==> src/rtl/pckt_rx_queue.sv <==
// Captures CRC-checked packets from the comm receiver, acks each with a one-cycle pulse, and queues them in a FWFT FIFO.
// Head entry is visible the cycle after the write; the consumer throttles with cmd_rdy, and overflowed packets are dropped and counted.
module pckt_rx_queue #(
    parameter int DEPTH = 4,
    parameter int CNT_W = 8
) (
    input  logic             clk,
    input  logic             rst,
    input  logic             pckt_rdy,
    input  logic [15:0]      rxdata,
    output logic             clr_pckt_rdy,
    output logic [3:0]       cmd,
    output logic [11:0]      payload,
    output logic             cmd_vld,
    input  logic             cmd_rdy,
    input  logic             flush,
    output logic             full,
    output logic             empty,
    output logic [CNT_W-1:0] drop_cnt
);

    localparam int AW = (DEPTH > 1) ? $clog2(DEPTH) : 1;
    localparam logic [AW:0] FULL_CNT = (AW+1)'(DEPTH);

    typedef enum logic [1:0] {IDLE, ACK, WAIT} state_t;

    state_t        state, state_nxt;
    logic [15:0]   mem [DEPTH];
    logic [AW-1:0] rd_ptr, wr_ptr;
    logic [AW:0]   count;
    logic          capture, pop, push, drop;

    always_ff @(posedge clk or posedge rst) begin
        if (rst) state <= IDLE;
        else     state <= state_nxt;
    end

    // WAIT holds off re-capture until the comm module has seen the clear.
    always_comb begin
        state_nxt = state;
        capture   = 1'b0;
        case (state)
            IDLE: if (pckt_rdy) begin
                capture   = 1'b1;
                state_nxt = ACK;
            end
            ACK:     state_nxt = WAIT;
            WAIT:    if (!pckt_rdy) state_nxt = IDLE;
            default: state_nxt = IDLE;
        endcase
    end

    assign clr_pckt_rdy = (state == ACK);

    assign full    = (count == FULL_CNT);
    assign empty   = (count == '0);
    assign cmd_vld = !empty;
    assign pop     = cmd_vld & cmd_rdy;
    assign push    = capture & !flush & (!full | pop);
    assign drop    = capture & !flush & full & !pop;

    assign cmd     = mem[rd_ptr][15:12];
    assign payload = mem[rd_ptr][11:0];

    always_ff @(posedge clk) begin
        if (push) mem[wr_ptr] <= rxdata;
    end

    always_ff @(posedge clk or posedge rst) begin
        if (rst) begin
            rd_ptr <= '0;
            wr_ptr <= '0;
            count  <= '0;
        end else if (flush) begin
            rd_ptr <= '0;
            wr_ptr <= '0;
            count  <= '0;
        end else begin
            if (push) wr_ptr <= wr_ptr + 1'b1;
            if (pop)  rd_ptr <= rd_ptr + 1'b1;
            case ({push, pop})
                2'b10:   count <= count + 1'b1;
                2'b01:   count <= count - 1'b1;
                default: count <= count;
            endcase
        end
    end

    always_ff @(posedge clk or posedge rst) begin
        if (rst)                         drop_cnt <= '0;
        else if (drop && drop_cnt != '1) drop_cnt <= drop_cnt + 1'b1;
    end

endmodule

==> config.mk <==
export PLATFORM = sky130hd
export DESIGN_NAME = pckt_rx_queue
export DESIGN_NICKNAME = d
export VERILOG_FILES = /design/src/rtl/pckt_rx_queue.sv
export SDC_FILE = /design/constraint.sdc
export NUM_CORES = 1
export LEC_CHECK = 0
export BUFFER_PORTS_ARGS = -buffer_cell sky130_fd_sc_hd__buf_2
export CORE_UTILIZATION = 56
export DETAILED_ROUTE_END_ITERATION = 12
export PLACE_DENSITY = 0.87
export SLEW_MARGIN = 20
export SYNTH_ARGS = -nofsm -noshare
export SYNTH_HDL_FRONTEND = slang
export SYNTH_SLANG_ARGS = --single-unit
==> constraint.sdc <==
create_clock -name clk -period 3.08 [get_ports clk]
set_clock_uncertainty 0.05 [all_clocks]
set_input_delay 0.462 -clock clk [delete_from_list [all_inputs] [get_ports clk]]
set_output_delay 0.462 -clock clk [all_outputs]
set_load 0.05 [all_outputs]
==> impl_metrics.csv <==
group,metric,value,unit
routing,ant_nets,0,
synthesis,yosysSeqAreaShare,69.4,%
floorplan,io_pins,49,
critical_path,cp-end-kind,"output pin",
routing,firstDrtPassIters,5,
cts,cts.repair.resized,0,
critical_path,reg2reg_depth,4,
power_and_ir_drop,power_density,721,nW/um^2
synthesis,synth-edff-count,64,
sta,worstMarginPinSlew,0.814,ns
global_route,grt_pass1_vias,1908,
final_layout,final_util,69.1,%
final_layout,antenna_cells,0,
critical_path,crit_type,"flop to output pin",
cts,cts-root-buf,"clkbuf_8",
cts,cts.sinks,81,
sta,drv_slew,0,
critical_path,cp-endpoint,"payload[11]",
final_layout,nNetsFinal,273,
final_layout,drive_above_1_share,37.8,%
sta,hold_violations,0,
critical_path,start_kind,"flop",
synthesis,synth_seq_cells,81,
synthesis,yosys-top-cells-area,"edfxtp_1 57%, dfrtp_1 13%, mux4_2 11%",
routing,via_per_inst,5.65,
job,max_cap_violations,0,
sta,setup_viol,0,
synthesis,synth_nets,216,
critical_path,worstPathArrival,1.88,ns
floorplan,dieArea,6350,sq um
global_route,grt_pass1_wl,9.32,mm
synthesis,synth_area,3380,sq um
critical_path,rrSetupSlack,0.69,ns
sta,finalWorstPathRequiredPeriod,2.39,ns
placement,gp_congestion,0.876,
placement,dpl.hpwl,3.89,mm
routing,drc,0,
synthesis,yosysTopAreaCellShare,56.8,%
routing,wl_per_cell,18.0,um
synthesis,netlist_instances,189,
synthesis,synthFlopType,"edfxtp_1",
critical_path,crit_start,"rd_ptr[1]",
power_and_ir_drop,leakage,1.48,nW
global_route,grt.total_usage,20.8,%
global_route,grt_max_degree,19,
floorplan,die_h,79.7,um
synthesis,synth_top_cell_by_area,"edfxtp_1",
routing,vias,1826,
cts,post-cts-setup-buffers,0,
critical_path,path_max_fanout,17,
synthesis,synth.distinct_cells,39,
floorplan,core,5680,sq um
sta,tns,0,ns
sta,rsz0062_at_grt,"false",
floorplan,initial_utilization,59.6,%
critical_path,r2r_end,"mem[2][12]",
min_path,min_path_type,"input port to async pin",
cts,hold_buffers,0,
power_and_ir_drop,ir_drop,446,uV
critical_path,worstPathRequired,2.57,ns
routing,drt-initial-drc-count,87,
cts,cts_htree_levels,3,
floorplan,dieWidth,79.7,um
critical_path,worst_r2r_startpoint,"state[0]",
cts,cts.reportedPaths.clkPinSlew,0.08,ns
global_route,antenna_found_initial,0,
global_route,grt.overflow.total,0,
final_layout,final_common_cell,"edfxtp_1",
cts,cts_buffer_depth,2,
routing,wl,5.82,mm
placement,port-buffer-count,48,
run_status,status,"finished clean",
cts,cts_made_buffers,9,
sta,layout_worst_path_cycle_share,77.7,%
sta,relSlewSlack,45.7,%
synthesis,ys_warn_count,0,
cts,tritoncts,"yes",
final_layout,nFillCells,388,
floorplan,fp-row-count,27,
final_layout,area_growth,15.9,%
sta,max_freq,0.418,GHz
synthesis,async_flop_share,21.0,%
final_layout,final_cell_mix,"64 x edfxtp_1, 48 x buf_2, 17 x dfrtp_1, 16 x mux4_2, 9 x clkbuf_8",
cts,worstSkewPairLatency,0.34,ns
synthesis,syn_area_per_cell,17.9,sq um
## cells in the mapped netlist (3+ instances only)
| master | instances |
|---|---|
| a21oi_1 | 4 |
| and2_1 | 5 |
| buf_2 | 4 |
| dfrtp_1 | 17 |
| edfxtp_1 | 64 |
| ha_1 | 5 |
| inv_1 | 6 |
| mux4_2 | 16 |
| nand2_1 | 6 |
| nand2b_1 | 4 |
| nand3_1 | 6 |
| nor2_1 | 6 |
| nor3_1 | 6 |
| o21ai_0 | 3 |
| xor2_1 | 7 |
## worst max-delay path, stage by stage (launching register included)
cell	delay (ns)
dfrtp_1	0.88
mux4_2	0.42
buf_2	0.23
## metrics by stage
stage	std cells	area (sq um)	power, mW	hold WS, ns	worst slack, ns
6_report	323	3920	2.83	0.149	0.688
5_1_grt	323	3920	2.95	0.215	0.490
2_1_floorplan	189	3380	1.93	0.338	0.570
4_1_cts	323	3920	2.86	0.160	0.679
3_5_place_dp	307	3720	2.09	0.433	0.606
3_3_place_gp	307	3720	2.07	0.429	0.668
## metal layers
| layer | global-route usage (%) | share of wire [%] | wire length [um] |
|---|---|---|---|
| met5 | 0 | 0 | 0 |
| met4 | 11.6 | 2.6 | 152 |
| met3 | 4.34 | 3.8 | 219 |
| met2 | 36.2 | 53 | 3110 |
| met1 | 24.0 | 40 | 2340 |
## state kept, by name (all words and copies together) (netlist names)
register / flops
state: 2
mem: 64
wr_ptr: 2
drop_cnt: 8
count: 3
rd_ptr: 2
## worst min-delay path by stage
| stage | to | slack [ns] | depth (start not counted) |
|---|---|---|---|
| after CTS | state[1] | 0.16 | 2 |
| after global routing | drop_cnt[2] | 0.21 | 2 |
| after detailed placement | drop_cnt[5] | 0.43 | 1 |
| after floorplan | count[0] | 0.34 | 1 |
| after global placement | drop_cnt[5] | 0.43 | 1 |
| final | state[1] | 0.15 | 2 |
## kinds of logic (layout without fill, tap and decap cells)
kind of cell             Yosys count  after routing  synth area share, %
AO/OA/AOI/OAI                     15             15                 3.96
multiplexers                      18             18                 11.3
buffers and inverters             14             76                 1.89
adder cells (fa/ha/maj)            6              6                 2.44
AND/OR/NAND/NOR                   46             46                 8.66
flip-flops                        81             81                 69.4
XOR/XNOR                           9              9                 2.33
## layout make-up
cell class | instances | area [sq um] | share of cell area, %
clock buffers | 9 | 124 | 3.16
clock inverters | 7 | 78.8 | 2.01
inverters | 7 | 31.3 | 0.798
repair buffers | 53 | 278 | 7.09
well taps | 72 | 90.1 | 2.30
flip-flops and latches | 81 | 2350 | 59.9
multi-input cells | 94 | 971 | 24.8
## power by group
group | switching [mW] | internal, mW
logic | 0.506 | 0.235
clock network | 0.383 | 0.381
registers | 0.0632 | 1.26
No activity file was read; power rests on OpenSTA's default activity.
